==> src/rtl/fuse_ctrl_lc_prog_pkg.sv <==
// Shared types and constants for the LC program-request responder.
package fuse_ctrl_lc_prog_pkg;

  // lc_tx_t encoding of "escalation off"; every other value counts as escalation.
  localparam logic [3:0] LC_TX_OFF = 4'b1010;

  // Sparse state encoding: every pair of codes differs in at least 3 bits.
  // All-zero is ERROR, so a register that is stuck low lands in the terminal state.
  typedef enum logic [5:0] {
    IDLE  = 6'b000111,
    CHECK = 6'b011001,
    SCAN  = 6'b101010,
    WRITE = 6'b110100,
    WAIT  = 6'b101101,
    RESP  = 6'b110011,
    ERROR = 6'b000000
  } prog_state_e;

  // Number of programming words that make up the {count, state} image.
  function automatic int num_words(input int state_w, input int cnt_w, input int word_w);
    return (state_w + cnt_w) / word_w;
  endfunction

endpackage

==> src/rtl/fuse_ctrl_lc_otp_program_rsp.sv <==
// OTP-side responder for the LC program request channel. It captures the
// requested {count, state} image, rejects it if any programmed bit would be
// cleared, and writes only the words that differ through the word-write port.
module fuse_ctrl_lc_otp_program_rsp
  import fuse_ctrl_lc_prog_pkg::*;
#(
  parameter int                STATE_W   = 320,
  parameter int                CNT_W     = 384,
  parameter int                WORD_W    = 16,
  parameter int                ADDR_W    = 12,
  parameter logic [ADDR_W-1:0] BASE_ADDR = '0
) (
  input  logic               clk_i,
  input  logic               rst_i,
  input  logic               lc_otp_program_req_i,
  input  logic [STATE_W-1:0] lc_state_i,
  input  logic [CNT_W-1:0]   lc_count_i,
  input  logic [3:0]         lc_escalate_en_i,
  input  logic [STATE_W-1:0] cur_state_i,
  input  logic [CNT_W-1:0]   cur_count_i,
  output logic               wr_req_o,
  output logic [ADDR_W-1:0]  wr_addr_o,
  output logic [WORD_W-1:0]  wr_data_o,
  input  logic               wr_gnt_i,
  input  logic               wr_done_i,
  input  logic               wr_err_i,
  output logic               lc_otp_program_ack_o,
  output logic               lc_otp_program_err_o,
  output logic               fsm_err_o
);

  localparam int NUM_WORDS  = num_words(STATE_W, CNT_W, WORD_W);
  localparam int IDX_W      = (NUM_WORDS > 1) ? $clog2(NUM_WORDS) : 1;
  localparam int WORD_BYTES = WORD_W / 8;
  localparam logic [IDX_W-1:0] LAST_IDX = IDX_W'(NUM_WORDS - 1);

  prog_state_e state_q, state_d;

  logic [IDX_W-1:0] idx_q;
  logic             req_seen_q;
  logic             err_q;

  // Word 0 is the least significant word of the state; count words follow.
  logic [NUM_WORDS-1:0][WORD_W-1:0] new_words_q;
  logic [NUM_WORDS-1:0][WORD_W-1:0] cur_words_q;

  logic accept;
  logic illegal;
  logic word_diff;
  logic idx_last;
  logic escalate;

  assign escalate  = (lc_escalate_en_i != LC_TX_OFF);
  assign accept    = (state_q == IDLE) && lc_otp_program_req_i && !req_seen_q;
  assign illegal   = |(cur_words_q & ~new_words_q);
  assign word_diff = (new_words_q[idx_q] != cur_words_q[idx_q]);
  assign idx_last  = (idx_q == LAST_IDX);

  // State register.
  always_ff @(posedge clk_i) begin
    if (rst_i) begin
      state_q <= IDLE;
    end else begin
      state_q <= state_d;
    end
  end

  // Next-state logic; escalation overrides every other transition.
  always_comb begin
    state_d = state_q;
    case (state_q)
      IDLE:    if (accept) state_d = CHECK;
      CHECK:   state_d = illegal ? RESP : SCAN;
      SCAN: begin
        if (word_diff)     state_d = WRITE;
        else if (idx_last) state_d = RESP;
      end
      WRITE:   if (wr_gnt_i) state_d = WAIT;
      WAIT: begin
        if (wr_done_i) begin
          if (wr_err_i || idx_last) state_d = RESP;
          else                      state_d = SCAN;
        end
      end
      RESP:    state_d = IDLE;
      ERROR:   state_d = ERROR;
      default: state_d = ERROR;
    endcase
    if (escalate) state_d = ERROR;
  end

  // Moore outputs decoded from the current state.
  always_comb begin
    wr_req_o             = 1'b0;
    wr_addr_o            = '0;
    wr_data_o            = '0;
    lc_otp_program_ack_o = 1'b0;
    lc_otp_program_err_o = 1'b0;
    fsm_err_o            = 1'b0;
    case (state_q)
      WRITE: begin
        wr_req_o  = 1'b1;
        wr_addr_o = BASE_ADDR + ADDR_W'(idx_q) * ADDR_W'(WORD_BYTES);
        wr_data_o = new_words_q[idx_q];
      end
      RESP: begin
        lc_otp_program_ack_o = 1'b1;
        lc_otp_program_err_o = err_q;
      end
      IDLE, CHECK, SCAN, WAIT: ;
      default: fsm_err_o = 1'b1;
    endcase
  end

  // Word index, request-seen flag and sticky error flag.
  always_ff @(posedge clk_i) begin
    if (rst_i) begin
      idx_q      <= '0;
      req_seen_q <= 1'b0;
      err_q      <= 1'b0;
    end else begin
      if (!lc_otp_program_req_i) begin
        req_seen_q <= 1'b0;
      end else if (accept) begin
        req_seen_q <= 1'b1;
      end
      case (state_q)
        CHECK: begin
          idx_q <= '0;
          if (illegal) err_q <= 1'b1;
        end
        SCAN: begin
          if (!word_diff && !idx_last) idx_q <= idx_q + 1'b1;
        end
        WAIT: begin
          if (wr_done_i) begin
            if (wr_err_i)       err_q <= 1'b1;
            else if (!idx_last) idx_q <= idx_q + 1'b1;
          end
        end
        RESP:    err_q <= 1'b0;
        default: ;
      endcase
    end
  end

  // Snapshot of requested and current images taken when a request is accepted.
  always_ff @(posedge clk_i) begin
    if (accept) begin
      new_words_q <= {lc_count_i, lc_state_i};
      cur_words_q <= {cur_count_i, cur_state_i};
    end
  end

endmodule

==> config.mk <==
export PLATFORM = sky130hd
export DESIGN_NAME = fuse_ctrl_lc_otp_program_rsp
export DESIGN_NICKNAME = d
export VERILOG_FILES = /design/src/rtl/fuse_ctrl_lc_prog_pkg.sv /design/src/rtl/fuse_ctrl_lc_otp_program_rsp.sv
export SDC_FILE = /design/constraint.sdc
export NUM_CORES = 2
export LEC_CHECK = 0
export CAP_MARGIN = 20
export CORE_AREA = 5 5 568 570
export CTS_BUF_LIST = sky130_fd_sc_hd__clkbuf_4
export CTS_CLUSTER_DIAMETER = 40
export CTS_CLUSTER_SIZE = 10
export DETAILED_ROUTE_END_ITERATION = 6
export DIE_AREA = 0 0 573 575
export GPL_TIMING_DRIVEN = 0
export SYNTH_ARGS = -nofsm -noshare
export SYNTH_HDL_FRONTEND = slang
export SYNTH_SLANG_ARGS = --single-unit
==> constraint.sdc <==
create_clock -name clk_i -period 398 [get_ports clk_i]
set_input_delay 79.6 -clock clk_i [delete_from_list [all_inputs] [get_ports clk_i]]
set_output_delay 79.6 -clock clk_i [all_outputs]
set_load 0.01 [all_outputs]
==> results.sh <==
export IMPL_min_path_type="reg2reg"
export IMPL_grtUsageTotal_pct=36.01
export IMPL_initial_utilization_pct=19.22
export IMPL_worstSkewPairLatency_ns=1.44
export IMPL_crit_required_ns=318.40
export IMPL_r2r_cells=15
export IMPL_tightest_slew_ns=1.498
export IMPL_grt_busiest_layer="met2"
export IMPL_grt_max_degree=16
export IMPL_worst_slack_ns=310.86
export IMPL_detail_route_antenna_nets=0
export IMPL_coreArea_um2=316800
export IMPL_async_flop_share_pct=0
export IMPL_rrSetupSlack_ns=390.34
export IMPL_path_clk_slew_ns=0.07
export IMPL_drv_cap=0
export IMPL_crit_type="reg2out"
export IMPL_syn_inst=3685
export IMPL_ioPinCount=1450
export IMPL_tritoncts="built"
export IMPL_ys_types=76
export IMPL_fin_nets=7071
export IMPL_cts_sinks=1422
export IMPL_synth_area_leaders="edfxtp_1 (69%), mux4_2 (10%), inv_1 (4.2%), o22ai_1 (2.7%), mux2i_1 (2.6%)"
export IMPL_grt_met3_usage_pct=12.54
export IMPL_reg2reg_to="idx_q[3]"
export IMPL_post_cts_resized=0
export IMPL_status="complete, but fails checks"
export IMPL_cts_root_buf="clkbuf_4"
export IMPL_ys_warn_count=0
export IMPL_synth_edf_count=1408
export IMPL_routedWlPerCell_um=60.36
export IMPL_worstSetupStartpointType="register"
export IMPL_r2r_start="idx_q[0]"
export IMPL_power_density_nw_per_um2=4.193
export IMPL_rows=207
export IMPL_numPortBuffers=1443
export IMPL_initialDrtViolationCount=9195
export IMPL_yosysMostFrequentCell="edfxtp_1"
export IMPL_slew_headroom_pct=0.1213
export IMPL_holdPathEnd="req_seen_q"
export IMPL_hpwl_um=530500
export IMPL_via_per_inst=5.341
export IMPL_grt_pass1_vias=50210
export IMPL_grt_use_met2_pct=51.92
export IMPL_synth_largest_area_cell="edfxtp_1"
export IMPL_drt_wl_total_um=619500
export IMPL_netlist_area_leader_share_pct=69.46
export IMPL_die_w_um=573
export IMPL_die_h_um=575
export IMPL_grt_use_met1_pct=44.54
export IMPL_htreeDepth=5
export IMPL_grt_pass1_wl_um=722700
export IMPL_antenna_found_initial=466
export IMPL_worstPathArrival_ns=7.54
export IMPL_ir_worst_vdd_mv=0.002725
export IMPL_synthToLayoutAreaGrowth_pct=45.28
export IMPL_finalSetupTns_ns=0
export IMPL_fin_crit_sh_pct=21.89
export IMPL_violations="DRC"
export IMPL_endpoint_kind="output pin"
export IMPL_postCtsSetupBuffers=0
export IMPL_synth_seq_cells=1422
export IMPL_ctsHoldBuffers=0
export IMPL_skew_ns=0.1134
export IMPL_fin_crit_ns=87.14
export IMPL_gp_congestion=1.048
export IMPL_seq_area_frac_synth_pct=69.92
export IMPL_drive_gt1_share_pct=20.06
export IMPL_vias=54810
export IMPL_drtPass1Iterations=7
export IMPL_netlist_area_um2=60870
export IMPL_crit_path_max_fanout=10
export IMPL_overflow=0
export IMPL_p_leak_nw=30.38
export IMPL_setup_viol=0
export IMPL_synth_common_cells="edfxtp_1 (1,408), inv_1 (684), mux4_2 (281), o22ai_1 (263), mux2i_1 (156)"
export IMPL_die_area_um2=329500
export IMPL_hold_path_startpoint="req_seen_q"
export IMPL_cts_made_buffers=316
export IMPL_clock_fmax_ghz=0.01148
export IMPL_rsz0062_at_grt="false"
export IMPL_hold_viol=0
export IMPL_drv_slew=0
export IMPL_dp_worst_setup_slack_ns=312.62
export IMPL_synthFlopType="edfxtp_1"
export IMPL_hold_path_depth=2
export IMPL_cts_buffer_depth=4
export IMPL_syn_area_per_cell_um2=16.52
export IMPL_remaining_drc_errors=3
-- power by group --
part	internal [W]	switching (W)	total [W]	leakage (nW)
clock network	0.0000716	0.0000759	0.000147	2.67
registers	0.000168	0.00000527	0.000173	12.9
logic	0.0000205	0.0000296	0.0000501	14.8
-- registers in the layout, indices dropped and copies added (netlist names) --
| name | cells |
|---|---|
| cur_words_q | 704 |
| err_q | 1 |
| idx_q | 6 |
| new_words_q | 704 |
| req_seen_q | 1 |
| state_q | 6 |
-- cell type report --
class	count	area [µm²]
Timing Repair Buffer	1644	16750
Fill cell	32330	228300
Tap cell	4180	5230
Multi-Input combinational cell	1430	14810
Sequential cell	1422	42560
Clock inverter	224	2412
Antenna cell	181	452.9
Buffer	150	1062
Clock buffer	343	2575
Inverter	688	2582
-- layer usage --
layer	vias to the layer above	share of wire (%)
li1	18870	-
met1	28190	39
met2	5815	41
met3	1749	11
met4	194	8.9
met5	-	0.19
-- how the worst max path moves through the flow --
| stage | from | end | cells past startpoint |
|---|---|---|---|
| 2_1_floorplan | lc_otp_program_req_i | cur_words_q[0] | 2 |
| 3_3_place_gp | lc_otp_program_req_i | cur_words_q[405] | 3 |
| 3_5_place_dp | idx_q[1] | wr_data_o[9] | 10 |
| 4_1_cts | idx_q[1] | wr_data_o[9] | 10 |
| 5_1_grt | idx_q[1] | wr_data_o[1] | 11 |
| 6_report | idx_q[0] | wr_data_o[9] | 11 |
-- worst max-delay path, cell delays in order, from the launching register on --
cell,delay (ns)
dfxtp_1,0.48
buf_6,0.23
buf_8,0.35
buf_8,0.35
buf_4,0.69
buf_6,0.46
mux2i_1,0.74
o22ai_1,0.22
a2111oi_0,1.10
o32ai_1,0.42
and2_1,0.43
clkdlybuf4s50_1,0.54
-- metrics by stage --
| step | power (W) | hold WS [ns] | cells | utilization, % | area, µm² |
|---|---|---|---|---|---|
| global placement | 0.0002401 | 0.4919 | 9313 | 25.43 | 80560 |
| global route | 0.0003780 | 0.5635 | 10140 | 27.82 | 88130 |
| floorplan | 0.0001960 | 0.4780 | 3690 | - | 60890 |
| CTS | 0.0003712 | 0.5242 | 10080 | 27.77 | 87950 |
| detailed placement | 0.0002239 | 0.5136 | 9511 | 26.19 | 82960 |
| finish | 0.0003708 | 0.5219 | 10260 | 27.92 | 88430 |
-- kinds of logic after synthesis --
group | Yosys count | share of synthesized area, %
compound gates | 632 | 7.628
xor+xnor | 11 | 0.1583
fa+ha+maj | 1 | 0.02055
buf+inv | 838 | 5.957
flops | 1422 | 69.92
mux | 463 | 13.44
other cells | 1 | 0.006161
simple gates | 317 | 2.863
-- cells in the final DEF, fill, tap and decap left out, types with 40 or more instances in the layout --
cell type,count
mux4_2,281
clkdlybuf4s50_1,1443
bufinv_16,40
diode_2,181
mux2i_1,156
nand2_1,64
clkbuf_4,343
edfxtp_1,1408
o22ai_1,260
a221oi_1,111
clkinv_2,44
inv_6,40
inv_1,684
buf_2,46
buf_4,56
buf_6,158
(Power assumes the default switching activity.)
